### src/rtl/clock_div_multi_if.sv
// clock_div_multi_if: control/status bundle for the multi-channel clock divider.
// Optional macro CLKDIV_SYNC_EN adds the sync_i phase-align strobe.
interface clock_div_multi_if #(
  parameter int NCH = 2,
  parameter int DW  = 8
);
  logic [NCH-1:0]    en_i;
  logic [NCH*DW-1:0] div_i;
`ifdef CLKDIV_SYNC_EN
  logic              sync_i;
`endif
  logic [NCH-1:0]    clk_o;
  logic [NCH-1:0]    tick_o;
  logic [NCH-1:0]    busy_o;

  modport master (
    output en_i,
    output div_i,
`ifdef CLKDIV_SYNC_EN
    output sync_i,
`endif
    input  clk_o,
    input  tick_o,
    input  busy_o
  );

  modport slave (
    input  en_i,
    input  div_i,
`ifdef CLKDIV_SYNC_EN
    input  sync_i,
`endif
    output clk_o,
    output tick_o,
    output busy_o
  );
endinterface

### src/rtl/clock_div_multi.sv
// clock_div_multi: NCH independent runtime-programmable integer clock dividers.
// Each channel produces a registered near-50% divided level and a one-cycle
// tick at each period start. Divisor and enable are only sampled at period
// boundaries so stopping or retuning never truncates a phase.
// Optional macro CLKDIV_SYNC_EN: sync_i forces every running channel to a
// period boundary (phase alignment across channels).
module clock_div_multi #(
  parameter int NCH = 2,
  parameter int DW  = 8
) (
  input  logic             clk,
  input  logic             rst,
  clock_div_multi_if.slave bus
);
  localparam logic [0:0] S_IDLE = 1'b0;
  localparam logic [0:0] S_RUN  = 1'b1;

  logic [NCH-1:0] state_q, state_d;
  logic [DW-1:0]  cnt_q [NCH];
  logic [DW-1:0]  cnt_d [NCH];
  logic [DW-1:0]  na_q  [NCH];
  logic [DW-1:0]  na_d  [NCH];
  logic [NCH-1:0] clk_q, clk_d;
  logic [NCH-1:0] tick_q, tick_d;
  logic [NCH-1:0] busy_q, busy_d;
  logic [DW-1:0]  div_w [NCH];
  logic           sync_w;

  genvar g;
  for (g = 0; g < NCH; g++) begin : g_div
    assign div_w[g] = bus.div_i[g*DW +: DW];
  end

`ifdef CLKDIV_SYNC_EN
  assign sync_w = bus.sync_i;
`else
  assign sync_w = 1'b0;
`endif

  // Next-state: start/reload at IDLE or period boundary, otherwise count within the period
  always_comb begin
    for (int k = 0; k < NCH; k++) begin
      state_d[k] = state_q[k];
      cnt_d[k]   = cnt_q[k];
      na_d[k]    = na_q[k];
      clk_d[k]   = 1'b0;
      tick_d[k]  = 1'b0;
      busy_d[k]  = 1'b0;
      if ((state_q[k] == S_IDLE) ||
          (cnt_q[k] == na_q[k] - 1'b1) || sync_w) begin
        if (bus.en_i[k] && (div_w[k] != '0)) begin
          state_d[k] = S_RUN;
          na_d[k]    = div_w[k];
          cnt_d[k]   = '0;
          tick_d[k]  = 1'b1;
          busy_d[k]  = 1'b1;
          clk_d[k]   = ((div_w[k] >> 1) != '0);
        end else begin
          state_d[k] = S_IDLE;
          na_d[k]    = '0;
          cnt_d[k]   = '0;
        end
      end else begin
        cnt_d[k]  = cnt_q[k] + 1'b1;
        busy_d[k] = 1'b1;
        // Compare one bit wider so cnt+1 cannot wrap
        clk_d[k]  = (({1'b0, cnt_q[k]} + {{DW{1'b0}}, 1'b1}) < {1'b0, (na_q[k] >> 1)});
      end
    end
  end

  // State and output registers; reset returns every channel to IDLE immediately
  always_ff @(posedge clk or posedge rst) begin
    if (rst) begin
      state_q <= {NCH{S_IDLE}};
      clk_q   <= '0;
      tick_q  <= '0;
      busy_q  <= '0;
      for (int k = 0; k < NCH; k++) begin
        cnt_q[k] <= '0;
        na_q[k]  <= '0;
      end
    end else begin
      state_q <= state_d;
      clk_q   <= clk_d;
      tick_q  <= tick_d;
      busy_q  <= busy_d;
      for (int k = 0; k < NCH; k++) begin
        cnt_q[k] <= cnt_d[k];
        na_q[k]  <= na_d[k];
      end
    end
  end

  assign bus.clk_o  = clk_q;
  assign bus.tick_o = tick_q;
  assign bus.busy_o = busy_q;
endmodule

### src/flat_wrapper.sv
// flat-port wrapper written by rule: the top's interface ports become plain ports
module clock_div_multi_flat 
#(
  parameter int NCH = 2,
  parameter int DW  = 8
)
  (clk, rst, bus_en_i, bus_div_i, bus_clk_o, bus_tick_o, bus_busy_o);
  clock_div_multi_if #(.NCH(NCH), .DW(DW)) bus_i ();
  input  logic clk;
  input  logic rst;
  input wire logic [$bits(bus_i.en_i)-1:0] bus_en_i;
  input wire logic [$bits(bus_i.div_i)-1:0] bus_div_i;
  output wire logic [$bits(bus_i.clk_o)-1:0] bus_clk_o;
  output wire logic [$bits(bus_i.tick_o)-1:0] bus_tick_o;
  output wire logic [$bits(bus_i.busy_o)-1:0] bus_busy_o;
  assign bus_i.en_i = bus_en_i;
  assign bus_i.div_i = bus_div_i;
  assign bus_clk_o = bus_i.clk_o;
  assign bus_tick_o = bus_i.tick_o;
  assign bus_busy_o = bus_i.busy_o;
  clock_div_multi #(.NCH(NCH), .DW(DW)) u_core (.clk(clk), .rst(rst), .bus(bus_i));
endmodule
### config.mk
export PLATFORM = sky130hd
export DESIGN_NAME = clock_div_multi_flat
export DESIGN_NICKNAME = d
export VERILOG_FILES = /design/src/rtl/clock_div_multi_if.sv /design/src/rtl/clock_div_multi.sv /design/src/flat_wrapper.sv
export SDC_FILE = /design/constraint.sdc
export NUM_CORES = 1
export LEC_CHECK = 0
export ABC_AREA = 1
export BUFFER_PORTS_ARGS = -buffer_cell sky130_fd_sc_hd__buf_4
export CAP_MARGIN = 20
export CORE_MARGIN = 3
export CORE_UTILIZATION = 37
export DETAILED_ROUTE_END_ITERATION = 12
export HOLD_SLACK_MARGIN = 0.03
export MAX_ROUTING_LAYER = met4
export PLACE_DENSITY_LB_ADDON = 0.05
export SYNTH_ARGS = -nofsm -noshare
export SYNTH_HDL_FRONTEND = slang
export SYNTH_SLANG_ARGS = --single-unit
### constraint.sdc
create_clock -name clk -period 2.3 [get_ports clk]
set_clock_uncertainty 0.2 [all_clocks]
set_input_delay 0.46 -clock clk [delete_from_list [all_inputs] [get_ports clk]]
set_output_delay 0.46 -clock clk [all_outputs]
set_load 0.005 [all_outputs]
# --- Word level (Yosys, flattened, before mapping) ---
# Index checks and enable logic that the tools add are counted.
totals:
  register_bits: 40
  in_bits: 20
  output_inout_bits: 6
op_classes:
  add_sub_neg: 6
  order_cmp: 2
  eq_ne: 2
  muxes: 14
  bitwise_logic: 2
  reduce_logical: 8
ops:
  columns: ["op", "n"]
  rows:
  - ["$mux W8", 4]
  - ["$reduce_bool A8 Y1", 4]
  - ["$add A8 B1 Y9 const B", 2]
  - ["$lt A9 B7 Y1", 2]
  - ["$add A8 B1 Y8 const B", 2]
  - ["$eq A8 B8 Y1", 2]
  - ["$sub A8 B1 Y8 const B", 2]
  - ["$mux W1", 10]
  - ["$logic_and A1 B1 Y1", 2]
  - ["$logic_or A1 B1 Y1", 2]
  - ["$not A1 Y1", 2]

# --- Depth between registers and ports, before layout ---
logic_depth:
  depth_word: 4
  depth_mapped: 17
  mapped_depth_nobuf: 17

# --- Worst setup path after synthesis ---
# Ideal clock, no wire load.
synth_path:
  path_type: "flip-flop to flip-flop"
  startpoint: "reg u_core.cnt_q[0] in the netlist's numbering"
  endpoint: "reg u_core.clk_q[1] (netlist: u_core.bus.clk_o[1])"
  setup_ns: 0.116
  arrival_time_ns: 1.801
  required_time_ns: 1.984
  setup_slack_ns: 0.182
  stages_incl_launch_ff: 17
  path_buffers: 0
  period_less_slack_ns: 2.118
  cell_sequence: "dfrtp_1 -> inv_1 -> nor3_1 -> xor2_1 -> inv_1 -> ha_1 -> nand2_1 -> nor2_1 -> nand2_1 -> nand3_1 -> nand2_1 -> nand2_1 -> nand2_1 -> nand2_1 -> nor2_1 -> nand2_1 -> nand2_1"
synth_between:
  elab_chain_cells: 3
  word_cells_on_any_way: 5
synth_lines:
  columns: ["element", "line_no", "text"]
  rows:
  - ["from (decl)", "clock_div_multi.sv:19", "logic [DW-1:0] cnt_q [NCH];"]
  - ["from (signal, indexed assignment)", "clock_div_multi.sv:89", "cnt_q[k] <= cnt_d[k];"]
  - ["$add A8 B1 Y9 or $eq A8 B8 Y1 (tied branches)", "clock_div_multi.sv:67, clock_div_multi.sv:50", null]
  - ["$lt A9 B7 Y1 or $logic_or A1 B1 Y1 (tied branches)", "clock_div_multi.sv:67, clock_div_multi.sv:49", null]
  - ["$mux W1 *", "clock_div_multi.sv:49", "if ((state_q[k] == S_IDLE) ||"]
  - ["net u_core.clk_d[1]", "clock_div_multi.sv:23", "logic [NCH-1:0] clk_q, clk_d;"]
  - ["to (signal assigned)", "clock_div_multi.sv:85", "clk_q <= clk_d;"]
  - ["to (decl)", "clock_div_multi.sv:23", null]
# The timed path passes the listed nets; every way through them passes the cells marked *.
# A chain may end at the register's enable or synchronous reset.

# --- Worst setup path after layout ---
layout_path:
  startpoint: "reg u_core.cnt_q[8] in the netlist's numbering"
  endpoint: "reg u_core.clk_q[0] (netlist: u_core.bus.clk_o[0])"
# The elaborated chain is that of the path after synthesis.

==> impl_metrics.env <==
export IMPL_status="complete, no violations"
export IMPL_die_h_um=95.1
export IMPL_pin_count=26
export IMPL_rows=31
export IMPL_place_congestion=0.831
export IMPL_grt_max_degree=41
export IMPL_wl_per_cell_um=11.8
export IMPL_period_needed_ps=2260
export IMPL_antenna_found_initial=0
export IMPL_postSynthCellCount=434
export IMPL_syn_num_nets=470
export IMPL_die_area_um2=9030
export IMPL_setup_viol=0
export IMPL_cts_htree_levels=2
export IMPL_reg2reg_setup_slack_ps=40
export IMPL_r2r_start="u_core.cnt_q[8]"
export IMPL_cts_tree="yes"
export IMPL_vias=2662
export IMPL_synth_top_area_cell="dfrtp_1"
export IMPL_syn_area_um2=2930
export IMPL_hpwlAfterDp_mm=5.10
export IMPL_root_buffer="clkbuf_8"
export IMPL_worstPathRequired_ps=2340
export IMPL_async_flop_share_pct=100
export IMPL_place_inst=564
export IMPL_relSlewSlack_pct=66.1
export IMPL_ys_seq_elements=40
export IMPL_core_um2=7490
export IMPL_reg2reg_depth=16
export IMPL_tightest_slew_ps=509
export IMPL_ir_drop_mv=0.174
export IMPL_finalHoldViolations=0
export IMPL_wl_mm=6.80
export IMPL_drt_drc_violations_left=0
export IMPL_antenna_cells=0
export IMPL_first_iter_violations=161
export IMPL_timing_rr_end="u_core.bus.clk_o[0]"
export IMPL_path_delay_family="simple AND/OR/NAND/NOR gates"
export IMPL_cts_made_buffers=5
export IMPL_cp_depth=16
export IMPL_final_max_slew_viol_count=0
export IMPL_yosysSeqAreaShare_pct=34.1
export IMPL_start_util_pct=39.2
export IMPL_ant_nets=0
export IMPL_crit_type="reg2reg"
export IMPL_slowest_stage="dfrtp_1"
export IMPL_whs_ps=80.5
export IMPL_die_width_um=95.1
export IMPL_track_usage_pct=16.8
export IMPL_synth_edff_count=0
export IMPL_maxCapViolCount=0
export IMPL_crit_chain="ha_4 -> nand2_4 -> o21ai_2 -> o21ai_2 -> inv_2 -> ha_4 -> and3_4 -> nand2_2 -> nand2_2 -> nand2_1 -> nand2_1 -> nand2_1 -> nand2_1 -> nor2_2 -> nand2_1 -> nand2_1"
export IMPL_port_buffers=25
export IMPL_cp_arrival_ps=2300
export IMPL_utilization_pct=48.1
export IMPL_yosysTopAreaCellShare_pct=34.1
export IMPL_p_leak_uw=0.00199
export IMPL_fmax_ghz=0.442
export IMPL_clkTransAtPathRegs_ps=90
export IMPL_grt_pass1_wl_mm=11.6
export IMPL_crit_path_max_incr_delay_ps=440
export IMPL_crit_path_start_kind="flop"
export IMPL_firstDrtPassIters=4
export IMPL_critPathBufInv=1
export IMPL_layout_nets=514
export IMPL_power_density_nw_per_um2=407
export IMPL_crit_top_cell="nand2_1"
export IMPL_grt_pass1_vias=2479
export IMPL_layout_area_overhead_vs_synth_pct=22.7
export IMPL_cts_sinks=40
export IMPL_synthMostInstantiatedCell="nand2_1"
export IMPL_ctsHoldBuffers=0
export IMPL_ys_warnings_count=0
export IMPL_syn_avg_cell_area_um2=6.76
export IMPL_grt_setup_unrepaired="yes"
export IMPL_yosys_top_cells_area="dfrtp_1 (34%), nand2_1 (16%), inv_1 (10%), nand3_1 (7.7%), nor2_1 (7.5%)"
export IMPL_yosys_top_cells_count="nand2_1 (126), inv_1 (79), nor2_1 (59)"
export IMPL_ys_types=31
export IMPL_setup_tns_ps=0
export IMPL_period_share_pct=98.3
export IMPL_crit_path_end_kind="flop"
export IMPL_clockBufferDepth=2
export IMPL_hold_path_class="in2async"
export IMPL_overflow=0
export IMPL_clock_latency_ps=300
export IMPL_layout_cells_non_filler=577
export IMPL_synth_main_ff_cell="dfrtp_1"
export IMPL_fin_ws_ps=39.0
export IMPL_crit_fanout=4
export IMPL_layout_drive_gt1_share_pct=20.1
export IMPL_dpl_worst_slack_ps=-20.3
export IMPL_drt_vias_per_instance=4.61
==> cell type report <==
cell class,instances,area [um2]
fillers,777,3890
multi-input cells,304,1700
flip-flops and latches,40,1000
repair buffers,45,338
inverters,82,308
well taps,99,124
clock buffers,5,68.8
clock inverters,2,60.1
==> how the worst max path moves through the flow <==
stage	from	to	slack (ps)
after floorplan	u_core.cnt_q[0]	u_core.bus.clk_o[1]	180
after global placement	u_core.cnt_q[9]	u_core.bus.clk_o[0]	7
after detailed placement	u_core.cnt_q[9]	u_core.bus.clk_o[0]	-20
after CTS	u_core.cnt_q[9]	u_core.bus.clk_o[0]	5
after global routing	u_core.cnt_q[9]	u_core.bus.clk_o[0]	-160
final	u_core.cnt_q[8]	u_core.bus.clk_o[0]	40
==> worst register-to-register path: cells and delay by family (launching register included) <==
kind,cells,cell delay (ps)
simple gates,11,880
flops,1,440
buf+inv,1,80
fa+ha+maj,2,370
compound gates,2,240
==> state kept, by name, indices dropped and copies added, names as in the netlist <==
| name | flops |
|---|---|
| u_core.na_q | 16 |
| u_core.bus.tick_o | 2 |
| u_core.cnt_q | 16 |
| u_core.bus.clk_o | 2 |
| u_core.bus.busy_o | 2 |
| u_core.state_q | 2 |
==> cells by family (layout without fill, tap and decap cells) <==
group | count (synthesis) | in the layout | synth area share [%]
buf+inv | 90 | 134 | 12.5
compound gates | 16 | 16 | 3.11
xor+xnor | 18 | 18 | 5.37
flops | 40 | 40 | 34.1
fa+ha+maj | 16 | 16 | 6.82
simple gates | 254 | 254 | 38.1
==> per-stage QoR <==
stage / cell area, um2 / total power [uW]
6_report: 3600 / 1470
2_1_floorplan: 2930 / 748
4_1_cts: 3430 / 1490
5_1_grt: 3600 / 1540
3_5_place_dp: 3290 / 787
3_3_place_gp: 3290 / 787
==> placed cells by master (no fill, tap or decap) <==
| cell type | count |
|---|---|
| inv_2 | 6 |
| nand2_2 | 8 |
| and3_4 | 1 |
| nand2_8 | 1 |
| nand2_1 | 120 |
| nand3_2 | 2 |
| dfrtp_1 | 40 |
| nand3_1 | 44 |
| ha_1 | 11 |
| xor2_1 | 10 |
| a21oi_2 | 1 |
| bufinv_16 | 2 |
| o21ai_1 | 2 |
| o21ai_2 | 2 |
| nor3_4 | 1 |
| nor2_1 | 56 |
| nor3_2 | 2 |
| o31ai_1 | 2 |
| buf_4 | 45 |
| ha_2 | 1 |
| nand4_1 | 4 |
| o21ai_0 | 5 |
| o21bai_1 | 1 |
| nor2_2 | 6 |
| xor2_2 | 2 |
| ha_4 | 4 |
| nor2_4 | 3 |
| nor4_1 | 2 |
| a21oi_1 | 2 |
| clkbuf_8 | 5 |
| xnor2_1 | 6 |
| inv_1 | 76 |
| nand2_4 | 4 |
| a41oi_1 | 1 |
==> per-layer routing <==
layer / part of all wire [%] / GRT usage, %
met2: 40 / 21.8
met1: 55 / 26.5
met5: 0 / -
met3: 3.8 / 2.92
met4: 0.93 / 4.09
==> what timing repair did <==
action	CTS	global route
cloned	0	0
endpoints found under the setup margin	2	2
pin swaps	0	19
hold endpoints to repair	0	0
resized for setup	2	31
setup buffers	1	5
==> power by group <==
part / leakage [uW] / switching, uW / internal [uW]
Sequential: 0.000415 / 0 / 702
Clock: 0.0000642 / 269 / 428
Combinational: 0.00151 / 37.1 / 30.8
Note: power is estimated with default switching activity, not from simulation.
